<file path="src/rtl/la_capture_readout.sv">
// Streams the circular capture BRAM oldest-first on a valid/ready port and reports the trigger's stream position.
// Optional feature macro: LA_READOUT_HEADER_EN prefixes a 3-word header (0xA5, trig_offset low, trig_offset high).
module la_capture_readout #(
  parameter int unsigned DATA_WIDTH = 8,
  parameter int unsigned ADDR_WIDTH = 11
) (
  input  logic                  clk,
  input  logic                  rst_n,
  input  logic                  start,
  input  logic                  abort,
  input  logic [ADDR_WIDTH-1:0] wr_last_addr,
  input  logic [ADDR_WIDTH-1:0] trigger_index,
  output logic                  rd_en,
  output logic [ADDR_WIDTH-1:0] rd_addr,
  input  logic [DATA_WIDTH-1:0] rd_data,
  output logic                  m_valid,
  output logic [DATA_WIDTH-1:0] m_data,
  output logic                  m_last,
  input  logic                  m_ready,
  output logic                  busy,
  output logic                  done,
  output logic [ADDR_WIDTH-1:0] trig_offset
);
  localparam int unsigned CNT_W = ADDR_WIDTH + 1;
  localparam logic [CNT_W-1:0] LAST_READ = {1'b0, {ADDR_WIDTH{1'b1}}};

`ifdef LA_READOUT_HEADER_EN
  typedef enum logic [1:0] {S_IDLE, S_HEADER, S_STREAM, S_FLUSH} state_e;
`else
  typedef enum logic [1:0] {S_IDLE, S_STREAM, S_FLUSH} state_e;
`endif

  state_e                state_q, state_d;
  logic [ADDR_WIDTH-1:0] rd_addr_q, rd_addr_d;
  logic [CNT_W-1:0]      rd_cnt_q, rd_cnt_d;
  logic [ADDR_WIDTH-1:0] trig_offset_q, trig_offset_d;
  logic                  busy_q, busy_d;
  logic                  done_q, done_d;
  logic                  pend_q, pend_d;
  logic                  pend_last_q, pend_last_d;
  logic                  head_vld_q, head_vld_d;
  logic [DATA_WIDTH-1:0] head_data_q, head_data_d;
  logic                  head_last_q, head_last_d;
  logic                  skid_vld_q, skid_vld_d;
  logic [DATA_WIDTH-1:0] skid_data_q, skid_data_d;
  logic                  skid_last_q, skid_last_d;
`ifdef LA_READOUT_HEADER_EN
  logic [1:0]            hdr_cnt_q, hdr_cnt_d;
`endif

  logic                  pop;
  logic                  room;
  logic [1:0]            occ;
  logic                  push;
  logic [DATA_WIDTH-1:0] push_data;
  logic                  push_last;

  always_ff @(posedge clk or negedge rst_n) begin
    if (!rst_n) begin
      state_q       <= S_IDLE;
      rd_addr_q     <= '0;
      rd_cnt_q      <= '0;
      trig_offset_q <= '0;
      busy_q        <= 1'b0;
      done_q        <= 1'b0;
      pend_q        <= 1'b0;
      pend_last_q   <= 1'b0;
      head_vld_q    <= 1'b0;
      head_data_q   <= '0;
      head_last_q   <= 1'b0;
      skid_vld_q    <= 1'b0;
      skid_data_q   <= '0;
      skid_last_q   <= 1'b0;
`ifdef LA_READOUT_HEADER_EN
      hdr_cnt_q     <= '0;
`endif
    end else begin
      state_q       <= state_d;
      rd_addr_q     <= rd_addr_d;
      rd_cnt_q      <= rd_cnt_d;
      trig_offset_q <= trig_offset_d;
      busy_q        <= busy_d;
      done_q        <= done_d;
      pend_q        <= pend_d;
      pend_last_q   <= pend_last_d;
      head_vld_q    <= head_vld_d;
      head_data_q   <= head_data_d;
      head_last_q   <= head_last_d;
      skid_vld_q    <= skid_vld_d;
      skid_data_q   <= skid_data_d;
      skid_last_q   <= skid_last_d;
`ifdef LA_READOUT_HEADER_EN
      hdr_cnt_q     <= hdr_cnt_d;
`endif
    end
  end

  always_comb begin
    state_d       = state_q;
    rd_addr_d     = rd_addr_q;
    rd_cnt_d      = rd_cnt_q;
    trig_offset_d = trig_offset_q;
    busy_d        = busy_q;
    done_d        = 1'b0;
    pend_d        = 1'b0;
    pend_last_d   = 1'b0;
    head_vld_d    = head_vld_q;
    head_data_d   = head_data_q;
    head_last_d   = head_last_q;
    skid_vld_d    = skid_vld_q;
    skid_data_d   = skid_data_q;
    skid_last_d   = skid_last_q;
`ifdef LA_READOUT_HEADER_EN
    hdr_cnt_d     = hdr_cnt_q;
`endif
    rd_en         = 1'b0;

    // rd_en looks at this cycle's m_ready so a 2-entry buffer sustains one word per clock
    pop       = head_vld_q & m_ready;
    occ       = 2'(pend_q) + 2'(head_vld_q) + 2'(skid_vld_q);
    room      = (occ < 2'd2) || ((occ == 2'd2) && pop);
    push      = pend_q;
    push_data = rd_data;
    push_last = pend_last_q;

    case (state_q)
      S_IDLE: begin
        if (start && !abort) begin
          rd_addr_d     = wr_last_addr + ADDR_WIDTH'(1);
          trig_offset_d = trigger_index - wr_last_addr - ADDR_WIDTH'(1);
          rd_cnt_d      = '0;
          busy_d        = 1'b1;
`ifdef LA_READOUT_HEADER_EN
          hdr_cnt_d     = '0;
          state_d       = S_HEADER;
`else
          state_d       = S_STREAM;
`endif
        end
      end
`ifdef LA_READOUT_HEADER_EN
      S_HEADER: begin
        if (room) begin
          push      = 1'b1;
          push_last = 1'b0;
          case (hdr_cnt_q)
            2'd0:    push_data = DATA_WIDTH'(8'hA5);
            2'd1:    push_data = DATA_WIDTH'(trig_offset_q);
            default: push_data = DATA_WIDTH'(trig_offset_q >> DATA_WIDTH);
          endcase
          hdr_cnt_d = hdr_cnt_q + 2'd1;
          if (hdr_cnt_q == 2'd2) state_d = S_STREAM;
        end
      end
`endif
      S_STREAM: begin
        if (room) begin
          rd_en       = 1'b1;
          rd_addr_d   = rd_addr_q + ADDR_WIDTH'(1);
          rd_cnt_d    = rd_cnt_q + CNT_W'(1);
          pend_d      = 1'b1;
          pend_last_d = (rd_cnt_q == LAST_READ);
          if (rd_cnt_q == LAST_READ) state_d = S_FLUSH;
        end
      end
      S_FLUSH: begin
        if (pop && head_last_q) begin
          state_d = S_IDLE;
          busy_d  = 1'b0;
          done_d  = 1'b1;
        end
      end
      default: state_d = S_IDLE;
    endcase

    // Skid buffer: head drives the stream, second entry absorbs data arriving during a stall
    if (pop) begin
      if (skid_vld_q) begin
        head_data_d = skid_data_q;
        head_last_d = skid_last_q;
        skid_vld_d  = 1'b0;
      end else begin
        head_vld_d  = 1'b0;
      end
    end
    if (push) begin
      if (!head_vld_d) begin
        head_vld_d  = 1'b1;
        head_data_d = push_data;
        head_last_d = push_last;
      end else begin
        skid_vld_d  = 1'b1;
        skid_data_d = push_data;
        skid_last_d = push_last;
      end
    end

    if (abort) begin
      state_d     = S_IDLE;
      busy_d      = 1'b0;
      done_d      = 1'b0;
      rd_en       = 1'b0;
      pend_d      = 1'b0;
      pend_last_d = 1'b0;
      head_vld_d  = 1'b0;
      skid_vld_d  = 1'b0;
    end
  end

  assign rd_addr     = rd_addr_q;
  assign m_valid     = head_vld_q;
  assign m_data      = head_data_q;
  assign m_last      = head_last_q;
  assign busy        = busy_q;
  assign done        = done_q;
  assign trig_offset = trig_offset_q;

endmodule

</file>
<file path="config.mk">
export PLATFORM = sky130hd
export DESIGN_NAME = la_capture_readout
export DESIGN_NICKNAME = d
export VERILOG_FILES = /design/src/rtl/la_capture_readout.sv
export SDC_FILE = /design/constraint.sdc
export NUM_CORES = 1
export LEC_CHECK = 0
export BUFFER_PORTS_ARGS = -buffer_cell sky130_fd_sc_hd__buf_2
export CAP_MARGIN = 20
export CORE_MARGIN = 2
export CORE_UTILIZATION = 45
export CTS_CLUSTER_DIAMETER = 60
export DETAILED_ROUTE_END_ITERATION = 7
export PLACE_DENSITY_LB_ADDON = 0.25
export SLEW_MARGIN = 20
export SYNTH_ARGS = -nofsm -noshare
export SYNTH_HDL_FRONTEND = slang
export SYNTH_SLANG_ARGS = --single-unit
</file>
<file path="constraint.sdc">
create_clock -name clk -period 3.1 [get_ports clk]
set_input_delay 0.31 -clock clk [delete_from_list [all_inputs] [get_ports clk]]
set_output_delay 0.31 -clock clk [all_outputs]
set_load 0.005 [all_outputs]
</file>
==> impl_metrics.yaml <==
timing:
  setup_viol: 0
  fin_crit_ns: 2.765
  skew_ns: 0.004866
  hold_viol_final: 0
  clock.fmax_mhz: 361.7
  tns_ns: 0
  finalMaxSlewViolations: 0
  max-slew-margin-rel_pct: 45.71
  worst_slew_pin_slew_ns: 0.8106
  rsz0062_at_grt: "no"
  layout_worst_path_cycle_share_pct: 89.19
clock_network:
  h-tree-depth: 3
  cts-root-buf: "clkbuf_8"
  cts_tree: "built"
  clock-sinks: 60
  path_clk_slew_ns: 0.07
  cts_buffer_depth: 2
  cts_buffers: 9
  post_cts_buffers: 0
  clk_latency_ns: 0.35
drt:
  ant_nets: 0
  dr.first_iter.drc_count: 98
  route.detailed.wl_per_inst_um: 15.20
  viasPerCell: 5.421
  finalWirelength_mm: 8.194
  num_vias: 2922
  drc: 0
  drt_pass1_iterations: 4
floorplan:
  core_area_mm2: 0.007687
  die_x_um: 92.97
  pin_count: 70
  dieArea_mm2: 0.008643
  initial_utilization_pct: 46.34
  rows: 32
  die_h_um: 92.97
setup_path:
  startpoint_type: "flop"
  crit_type: "reg2reg"
  arrival_ns: 3.01
  worst-r2r-setup-slack_ns: 0.34
  startpoint: "state_q[0]"
  path_max_fanout: 17
  worstPathRequired_ns: 3.34
  worstReg2RegStart: "state_q[0]"
  end_kind: "flop"
grt:
  grtUsageTotal_pct: 20.27
  first_global_vias: 2816
  grt_max_degree: 32
  antenna_found_initial: 0
  grt_pass1_wl_mm: 13.61
  overflow: 0
yosys:
  ys_seq_area_share_pct: 42.15
  netlist_instances: 364
  synth_common_cells: "60 x dfrtp_1, 46 x nand2_1, 26 x o21ai_0"
  synth_cell_type_count: 61
  synth_ff_type: "dfrtp_1"
  yosysTopAreaCell: "dfrtp_1"
  synth_area_mm2: 0.003562
  synth_area_leaders: "dfrtp_1 42%, nand2_1 4.8%, mux2i_1 4.5%, ha_1 4.2%, o21ai_0 3.7%"
  yosysTopAreaCellShare_pct: 42.15
  synth_edf_count: 0
  avgSynthCellArea_um2: 9.786
  async_reset_ff_share_pct: 100.0
  yosys.cell_count.top_type: "dfrtp_1"
  yosys_warnings: 0
  syn_nets: 413
  synth-seq-cells: 60
place:
  dpl-instance-area_mm2: 0.003950
  dp_hpwl_mm: 5.983
  gp_congestion: 0.8777
  portBuffers: 69
finish:
  drive_gt1_share_pct: 27.23
  antenna_cells: 0
  nets: 481
  syn2layout_area_growth_pct: 18.19
  stdcell_area_mm2: 0.004210
power_and_ir_drop:
  p_per_area_mw_per_mm2: 613.6
  p_leak_nw: 2.059
  vdd_drop_max_uv: 274.2
hold_path:
  hold_class: "in2reg"
  hold_start: "rd_data[3]"
outcome:
  status: "finished clean"
job:
  drv_cap: 0
## path summary, 6_finish.rpt
| kind | cells after the start | end |
|---|---|---|
| max | 8 | rd_addr[8] |
| min | 3 | m_data[3] |
| max reg2reg | 8 | rd_addr[8] |
| min reg2reg | 2 | trig_offset[2] |
| max in group asynchronous | 3 | rd_cnt_q[5] |
| min in group asynchronous | 2 | m_data[1] |
## cell families (layout without fill, tap and decap cells)
kind of cell	count (synthesis)	in the layout	share of synthesized area, %
AO/OA/AOI/OAI	83	83	14.96
XOR/XNOR	16	16	3.934
adder cells (fa/ha/maj)	14	14	5.339
buffers and inverters	37	110	5.339
flip-flops	60	60	42.15
multiplexers	30	30	9.448
AND/OR/NAND/NOR	124	124	18.83
## routing by layer
layer | routed length [um] | share of wire, % | global-route usage (%)
met1 | 3667 | 45 | 25.43
met2 | 3883 | 47 | 32.79
met3 | 514 | 6.3 | 6.849
met4 | 130 | 1.6 | 6.985
met5 | 0 | 0 | 0
## sequential cells by signal (all words and copies together), names as in the netlist
signal / cells
state_q: 2
skid_data_q: 8
rd_addr: 11
skid_vld_q: 1
m_data: 8
m_valid: 1
pend_last_q: 1
busy: 1
done: 1
skid_last_q: 1
rd_cnt_q: 12
trig_offset: 11
pend_q: 1
m_last: 1
## what timing repair did
action / in CTS / in global routing
hold buffers: 1 / 0
gates resized for setup: 0 / 0
endpoints found under the hold margin: 14 / 0
## cell usage in the layout, fill, tap and decap left out, types with 3 or more instances in the layout
| cell type | n |
|---|---|
| xnor2_1 | 4 |
| buf_4 | 4 |
| nand4_1 | 6 |
| xor2_1 | 12 |
| ha_1 | 12 |
| nor2_1 | 24 |
| o21a_1 | 6 |
| o21ai_1 | 3 |
| buf_2 | 69 |
| nand3_1 | 12 |
| a31oi_1 | 4 |
| inv_1 | 20 |
| nor3_1 | 5 |
| nor3_2 | 4 |
| mux2_2 | 11 |
| mux2i_1 | 16 |
| dfrtp_1 | 60 |
| a21oi_1 | 22 |
| o21ai_0 | 26 |
| and2_1 | 3 |
| bufinv_16 | 3 |
| nand2_1 | 46 |
| o31ai_1 | 3 |
| clkbuf_8 | 11 |
## stage by stage
stage	hold WS, ns	std cells	total power (W)	setup WS [ns]	utilization, %
3_5_place_dp	0.2418	522	0.001704	0.3721	51.38
4_1_cts	0.1742	539	0.002609	0.3799	54.77
5_1_grt	0.1840	539	0.002747	0.1841	54.77
6_report	0.1854	539	0.002583	0.3351	54.77
3_3_place_gp	0.2368	522	0.001679	0.4546	51.38
2_1_floorplan	0.01441	364	0.001459	0.7316	-
## power breakdown
| group | leakage [nW] | total [W] | switching [W] | internal, W |
|---|---|---|---|---|
| clock network | 0.127 | 0.000896 | 0.000319 | 0.000577 |
| registers | 0.767 | 0.00106 | 0.000119 | 0.000937 |
| logic | 1.17 | 0.000631 | 0.000334 | 0.000297 |
## cell type report
cell class	count	area, um2
multi-input combinational	267	1871
inverter	20	75.07
timing repair buffer	74	385.4
sequential	60	1501
tap	102	127.6
clock inverter	4	95.09
clock buffer	12	155.1
fill	715	3477
## critical path, cell delays in order, from the launching register on
cell	delay, ns
dfrtp_1	0.53
nor2b_4	0.51
mux2_4	0.37
ha_1	0.23
and4b_1	0.20
a31oi_1	0.37
nor4_2	0.10
o21a_1	0.19
o21a_1	0.16
Note: power is estimated with default switching activity, not from simulation.
